**config.mk**
```make
export PLATFORM = sky130hd
export DESIGN_NAME = ifu_prefetch
export DESIGN_NICKNAME = d
export VERILOG_FILES = /design/src/rtl/ifu_prefetch.sv
export SDC_FILE = /design/constraint.sdc
export NUM_CORES = 1
export LEC_CHECK = 0
export ABC_AREA = 1
export BUFFER_PORTS_ARGS = -buffer_cell sky130_fd_sc_hd__buf_2
export CAP_MARGIN = 20
export CORE_MARGIN = 1
export CORE_UTILIZATION = 50
export CTS_CLUSTER_SIZE = 25
export DETAILED_ROUTE_END_ITERATION = 10
export PLACE_DENSITY = 0.81
export SYNTH_ARGS = -nofsm -noshare
export SYNTH_HDL_FRONTEND = slang
export SYNTH_SLANG_ARGS = --single-unit
export TNS_END_PERCENT = 30
```
**constraint.sdc**
```tcl
create_clock -name clk -period 4.22 [get_ports clk]
set_clock_uncertainty 0.2 [all_clocks]
set_input_delay 0 -clock clk [delete_from_list [all_inputs] [get_ports clk]]
set_output_delay 0 -clock clk [all_outputs]
set_load 0.005 [all_outputs]
```
**src/rtl/ifu_prefetch.sv**
```systemverilog
// Instruction fetch unit: issues word fetches over a valid/ready port and keeps an
// in-order queue of {pc, inst} for IF/ID. Redirects flush the queue and drop stale responses.
module ifu_prefetch #(
   parameter int unsigned           ADDR_WIDTH = 64,
   parameter int unsigned           INST_WIDTH = 32,
   parameter logic [ADDR_WIDTH-1:0] PC_RST     = 64'h80000000,
   parameter int unsigned           DEPTH      = 4
) (
   input  logic                  clk,
   input  logic                  rst,
   input  logic                  redirect_valid,
   input  logic [ADDR_WIDTH-1:0] redirect_pc,
   output logic                  imem_req_valid,
   input  logic                  imem_req_ready,
   output logic [ADDR_WIDTH-1:0] imem_req_addr,
   input  logic                  imem_resp_valid,
   input  logic [INST_WIDTH-1:0] imem_resp_data,
   output logic                  inst_valid,
   input  logic                  inst_ready,
   output logic [INST_WIDTH-1:0] inst,
   output logic [ADDR_WIDTH-1:0] inst_pc
);

   localparam int unsigned PTR_W = $clog2(DEPTH);
   localparam int unsigned CNT_W = $clog2(DEPTH + 1);

   logic [ADDR_WIDTH-1:0] fetch_pc_q;
   logic [PTR_W-1:0]      head_q, tail_q, fill_q;
   logic [CNT_W-1:0]      count_q, pend_q, drop_q;
   logic [DEPTH-1:0]      filled_q, filled_d;
   logic [ADDR_WIDTH-1:0] pc_mem   [DEPTH];
   logic [INST_WIDTH-1:0] inst_mem [DEPTH];

   logic                  accept, pop, resp_drop, resp_fill;
   logic [CNT_W:0]        occ;
   logic                  unused_pc_lsbs;

   assign unused_pc_lsbs = ^redirect_pc[1:0];

   // Entries still owed a response (queued or to be dropped) bound the outstanding requests.
   assign occ            = {1'b0, count_q} + {1'b0, drop_q};
   assign imem_req_valid = rst & ~redirect_valid & (occ < (CNT_W+1)'(DEPTH));
   assign imem_req_addr  = fetch_pc_q;

   assign accept    = imem_req_valid & imem_req_ready;
   assign resp_drop = imem_resp_valid & (drop_q != '0);
   assign resp_fill = imem_resp_valid & (drop_q == '0);

   assign inst_valid = (count_q != '0) & filled_q[head_q];
   assign pop        = inst_valid & inst_ready;
   assign inst       = inst_valid ? inst_mem[head_q] : '0;
   assign inst_pc    = inst_valid ? pc_mem[head_q]   : '0;

   always_comb begin
      filled_d = filled_q;
      if (accept)    filled_d[tail_q] = 1'b0;
      if (resp_fill) filled_d[fill_q] = 1'b1;
   end

   always_ff @(posedge clk or negedge rst) begin
      if (!rst) begin
         fetch_pc_q <= PC_RST;
         head_q     <= '0;
         tail_q     <= '0;
         fill_q     <= '0;
         count_q    <= '0;
         pend_q     <= '0;
         drop_q     <= '0;
         filled_q   <= '0;
      end else if (redirect_valid) begin
         // Every unfilled entry becomes a response to throw away, less the one arriving now.
         fetch_pc_q <= {redirect_pc[ADDR_WIDTH-1:2], 2'b00};
         head_q     <= '0;
         tail_q     <= '0;
         fill_q     <= '0;
         count_q    <= '0;
         pend_q     <= '0;
         drop_q     <= drop_q + pend_q - CNT_W'(imem_resp_valid);
         filled_q   <= '0;
      end else begin
         if (accept) begin
            fetch_pc_q <= fetch_pc_q + ADDR_WIDTH'(4);
            tail_q     <= tail_q + PTR_W'(1);
         end
         if (pop)       head_q <= head_q + PTR_W'(1);
         if (resp_fill) fill_q <= fill_q + PTR_W'(1);
         if (resp_drop) drop_q <= drop_q - CNT_W'(1);
         count_q  <= count_q + CNT_W'(accept) - CNT_W'(pop);
         pend_q   <= pend_q + CNT_W'(accept) - CNT_W'(resp_fill);
         filled_q <= filled_d;
      end
   end

   // Payload storage carries no reset; filled_q/count_q qualify every read.
   always_ff @(posedge clk) begin
      if (accept)    pc_mem[tail_q]   <= fetch_pc_q;
      if (resp_fill) inst_mem[fill_q] <= imem_resp_data;
   end

   a_resp_expected: assert property (@(posedge clk) disable iff (!rst)
      imem_resp_valid |-> ((drop_q != '0) || (pend_q != '0)));

endmodule

```
; After elaboration in Yosys (flattened, before gate mapping)
; Memories as Yosys holds them, arrays and structs flattened.
; Cells that the tools add are included.
[word_totals]
inputBits = 102
elab_cells = 75
out_inout_bits = 162
mem_count = 2
romBits = 0
latchBits = 0
mem_bits_rw = 384
ff_bits = 83
[mem_list]
columns = name, words, word_bits, rd, rd_clocked_by_memory_dff, wr, line_no
row1 = pc_mem, 4, 64, 1, 0, 1, 31  ; logic [ADDR_WIDTH-1:0] pc_mem [DEPTH];
row2 = inst_mem, 4, 32, 1, 0, 1, 32  ; logic [INST_WIDTH-1:0] inst_mem [DEPTH];
[classes]
shifts = 0
n_bitwise = 11
n_addsub = 12
n_mux = 27
n_reduce_logical = 9
n_lt_le_gt_ge = 6
eq_ne = 0
n_mul = 0
n_div = 0
[ops]
columns = cell, count
row1 = 2-to-1 mux 64 bit, 3
row2 = "adder 64 x 3 -> 64 bit, second input constant", 1
row3 = 2-to-1 mux 32 bit, 1
row4 = 2-to-1 mux 2 bit, 6
row5 = 2-to-1 mux 3 bit, 4
row6 = 2-to-1 mux 4 bit, 3
row7 = "less-than comparator 2 x 3 -> 1 bit, second input constant", 3
row8 = subtractor 3 x 1 -> 3 bit, 3
row9 = nonzero test 2 bit, 4
row10 = AND 1 bit, 7
row11 = 2-to-1 mux 1 bit, 7
row12 = "adder 2 x 1 -> 2 bit, second input constant", 3
row13 = adder 3 x 1 -> 3 bit, 2
row14 = nonzero test 3 bit, 2
row15 = adder 3 x 3 -> 4 bit, 1
row16 = AND 4 bit, 1
row17 = demux 1 bit (select 2 bit), 2
row18 = "greater-or-equal comparator 2 x 1 -> 1 bit, second input constant", 2
row19 = "less-than comparator 4 x 3 -> 1 bit, second input constant", 1
row20 = inverter 4 bit, 1
row21 = bitwise OR 4 bit, 1
row22 = adder 3 bit, 1
row23 = logical NOT 3 bit, 1
row24 = "subtractor 3 x 1 -> 3 bit, second input constant", 1
row25 = other kinds (3), 4

; Logic depth before layout (Yosys ltp)
[depth]
word_depth = 10
mapped_depth = 13
mapped_depth_nobuf = 13

; Worst setup path after synthesis
; No wires, ideal clock.
[synth_timing]
path_kind = flip-flop to flip-flop
start = reg drop_q[2]
end = mem pc_mem[0][10], enable pin
n_path_buf = 1
path_slack_ns = -0.513
setup_ns = 0.482
stages_incl_launch_ff = 7
synth_period_minus_slack_ns = 4.733
arrival_time_ns = 4.051
required_time_ns = 3.538
cell_sequence = dfrtp_1 -> ha_1 -> or2_1 -> nor3_4 -> nand2_2 -> buf_2 -> nor2_1
[synth_between]
elab_chain_len = 6
[synth_lines]
columns = element, line_no
row1 = start: declaration, 29  ; logic [CNT_W-1:0] count_q, pend_q, drop_q;
row2 = start signal: assignment, 78  ; drop_q <= drop_q + pend_q - CNT_W'(imem_resp_valid);
row3 = start signal: assignment, 87  ; if (resp_drop) drop_q <= drop_q - CNT_W'(1);
row4 = adder 3 x 3 -> 4 bit, 41  ; assign occ = {1'b0, count_q} + {1'b0, drop_q};
row5 = less-than comparator 4 x 3 -> 1 bit, 42  ; assign imem_req_valid = rst & ~redirect_valid & (occ < (CNT_W+1)'(DEPTH));
row6 = AND 1 bit, 42
row7 = via imem_req_valid, 13  ; output logic imem_req_valid,
row8 = AND 1 bit, 45  ; assign accept = imem_req_valid & imem_req_ready;
row9 = 2-to-1 mux 1 bit, 96  ; if (accept) pc_mem[tail_q] <= fetch_pc_q;
row10 = 2-to-1 mux 1 bit (implied by the code), 96
row11 = end: declaration, 31
; The timed path passes the listed nets, and every way through them passes these cells.

; Final worst setup path
[layout_timing]
start = reg head_q[1]
end = out inst_pc[16]
[layout_between]
elab_chain_len = 4
elab_cells_between_ends = 5
classes_between = mux (3) / bitwise (1) / memory (1)
[layout_lines]
columns = element, line_no
row1 = start: declaration, 28  ; logic [PTR_W-1:0] head_q, tail_q, fill_q;
row2 = start signal: assignment, 85  ; if (pop) head_q <= head_q + PTR_W'(1);
row3 = binary-select mux 1 bit (select 2 bit), 49  ; assign inst_valid = (count_q != '0) & filled_q[head_q];
row4 = 2-to-1 mux 1 bit (implied by the code), 49
row5 = AND 1 bit, 49
row6 = 2-to-1 mux 64 bit *, 52  ; assign inst_pc = inst_valid ? pc_mem[head_q] : '0;
row7 = end: declaration, 21  ; output logic [ADDR_WIDTH-1:0] inst_pc
; Mark *: on every way between the ends. The rest lies on a longest branch, timed or not. The select of a mux whose other input is x is not followed.

==> run metrics <==
status finished clean; area grow syn2layout 24.09%; CP Max Fanout 48; Worst-path clk slew approximately 70 ps; die area about 42000 um2; post-synth top area cell edfxtp_1; post-route DRC violation count 0; VDD IR max 0.3860 mV; grt total ovfl 0; max_slew headroom 0.2361; maxcap violations 0; initial antenna violation count 2; fill cell count 3100; largest net degree at the start of global routing 103; Tot Pwr 0.01101 W; I/O pin cnt between 200 and 300; Slew @ Worst Pin 1146 ps; final WL 58960 um; hpwl dp roughly 36000 um; HP Class in2reg; Die Height 205.4 um; Starting Density 0.5065; first-pass GRT wire length 90340 um; Site Rows 74; Bufs on Longest Clock Path 3; crit path launch type register; Finish-stage setup viols 0; Final Core Density 0.6285; Worst R2R Setup Slack around 1100 ps; post-route ant nets 0; most frequent cells in the layout nor2_1 (504), nand2_1 (422), edfxtp_1 (376), buf_2 (256), o21ai_0 (207); Mapped Area 20680 um2; Nets 2639; Unique masters post-synth 35; top cells by area, synth edfxtp_1 (55%), dfrtp_1 (9.7%), nor2_1 (9.2%); Worst-Skew Late Latency 590 ps; clk root buf clkbuf_16; Die Wd 205.4 um; WP data arrival 3450 ps; Crit. End Element primary output; DRT iter0 DRCs about 1300; hold-critical path depth 4; sequential cell area 13330 um2; Pwr Density 428.8 nW/um2; Worst Path Required ~4000 ps; RSZ-0062 raised after global routing false; CTS tree built; sequential area share after synthesis 0.6441; Fmax achieved 273.9 MHz; clock sinks 457; Leak 10.19 nW; most common cell after layout, fill and taps aside nor2_1; routability cong. approximately 0.95; Final Max Slew Viols 0; core area 40830 um2; total CTS buffers 45; post-CTS setup buffer count 0; htree depth 2; Multi-input gate area 6536 um2; Final period util 0.8651; share of cells above drive strength 1 0.1486; routed vias 16870; R2R cell count 11; FF+latch count, synth 457; drt wl/cell 19.11 um; Tmin final roughly 3700 ps; detail-routed via count per cell 5.465; post-synth top area share 0.5460; final hold vios 0; GRT Overall Usage 0.2790; PortBufs 257; Mapped Cells 2109; syn_area_per_cell 9.806 um2; YS warnings 0; total iterations of the first detailed-routing run 5; CTS resizes 0; WS Path Type reg2out; number of global-route vias before repair 16780
[timing repair]
item,in CTS,in global routing
setup endpoints to repair,0,0
hold endpoints to repair,288,0
hold buffers,172,0
[per-stage QoR]
stage	setup TNS, ps	worst slack [ps]	cells	hold WS (ps)	cell area (um2)
6_report	0	569.1	3086	10.50	25660
5_1_grt	0	417.8	3084	10.90	25660
3_5_place_dp	0	1042	2826	-51.69	22450
4_1_cts	0	559.1	3082	1.383	25630
2_1_floorplan	-127350	-513.5	2112	-495.6	20690
3_3_place_gp	0	1136	2826	-53.24	22450
[path summary, 6_finish.rpt]
check	startpoint	end
max in group asynchronous	rst	imem_req_addr[34]$_DFFE_PN0N_
worst max-delay path	head_q[1]$_DFFE_PN0P_	inst_pc[16]
min in group asynchronous	rst	imem_req_addr[45]$_DFFE_PN0N_
worst max register to register	drop_q[2]$_DFFE_PN0P_	count_q[2]$_DFF_PN0_
worst min-delay path	redirect_pc[12]	imem_req_addr[12]$_DFFE_PN0N_
worst min register to register	imem_req_addr[31]$_DFFE_PN1N_	imem_req_addr[31]$_DFFE_PN1N_
[power by group]
part / switching (W) / internal [W]
logic: 0.000828 / 0.000577
clock network: 0.00171 / 0.00226
registers: 0.000376 / 0.00526
[layout make-up]
cell class / count / area share
multi-input cells: 1448 / 0.2547
clock buffers: 61 / 0.04822
clock inverters: 23 / 0.008386
diodes: 3 / 0.0002925
well taps: 532 / 0.02594
repair buffers: 456 / 0.1275
inverters: 106 / 0.01570
flip-flops and latches: 457 / 0.5193
[Yosys cell counts]
master,instances
inv_2,5
o21ai_0,207
clkbuf_1,48
dfstp_2,1
o21ai_1,5
nand4_1,17
a21oi_1,100
dfrtp_1,80
fa_1,3
nor2_2,7
nand2_2,3
nor2_1,508
xor2_1,20
inv_1,100
nor3b_1,1
clkinv_2,1
buf_2,31
edfxtp_1,376
xnor2_1,14
nand3_1,93
ha_1,20
nand2_1,422
nor2_4,1
conb_1,1
buf_4,4
or2_2,4
or2_1,1
and3_1,1
o21bai_1,5
nor3_2,1
nor3_4,1
nor3_1,4
buf_1,12
buf_6,6
o211ai_1,6
[kinds of logic after synthesis]
logic type                 after synthesis  synth area share
other                                    1         0.0001813
buffers and inverters                  207           0.04241
xor gates and xnor gates                34           0.01440
AOI/OAI and AO/OA                      323           0.07950
DFF                                    457            0.6441
and+or+nand+nor                       1064            0.2044
adders and majority gates               23           0.01500
[routing by layer]
| metal | track usage | routed length [um] |
|---|---|---|
| met1 | 0.3365 | 22960 |
| met2 | 0.4913 | 29810 |
| met3 | 0.04751 | 4085 |
| met4 | 0.1196 | 2097 |
| met5 | 0 | 0 |
[registers in the layout (all words and copies together) (netlist names)]
name           flops
drop_q             3
tail_q             2
count_q            3
pc_mem           248
filled_q           4
fill_q             2
imem_req_addr     62
head_q             2
pend_q             3
inst_mem         128
[worst max-delay path: stages (launching register included)]
cell and delay [ps]:
dfrtp_4 820, clkinv_2 140, o211ai_1 130, nand2_1 120
o21ai_4 70, buf_4 500, buf_4 660, a21oi_1 150
buf_2 170
Power figures use the tool's default switching activity.
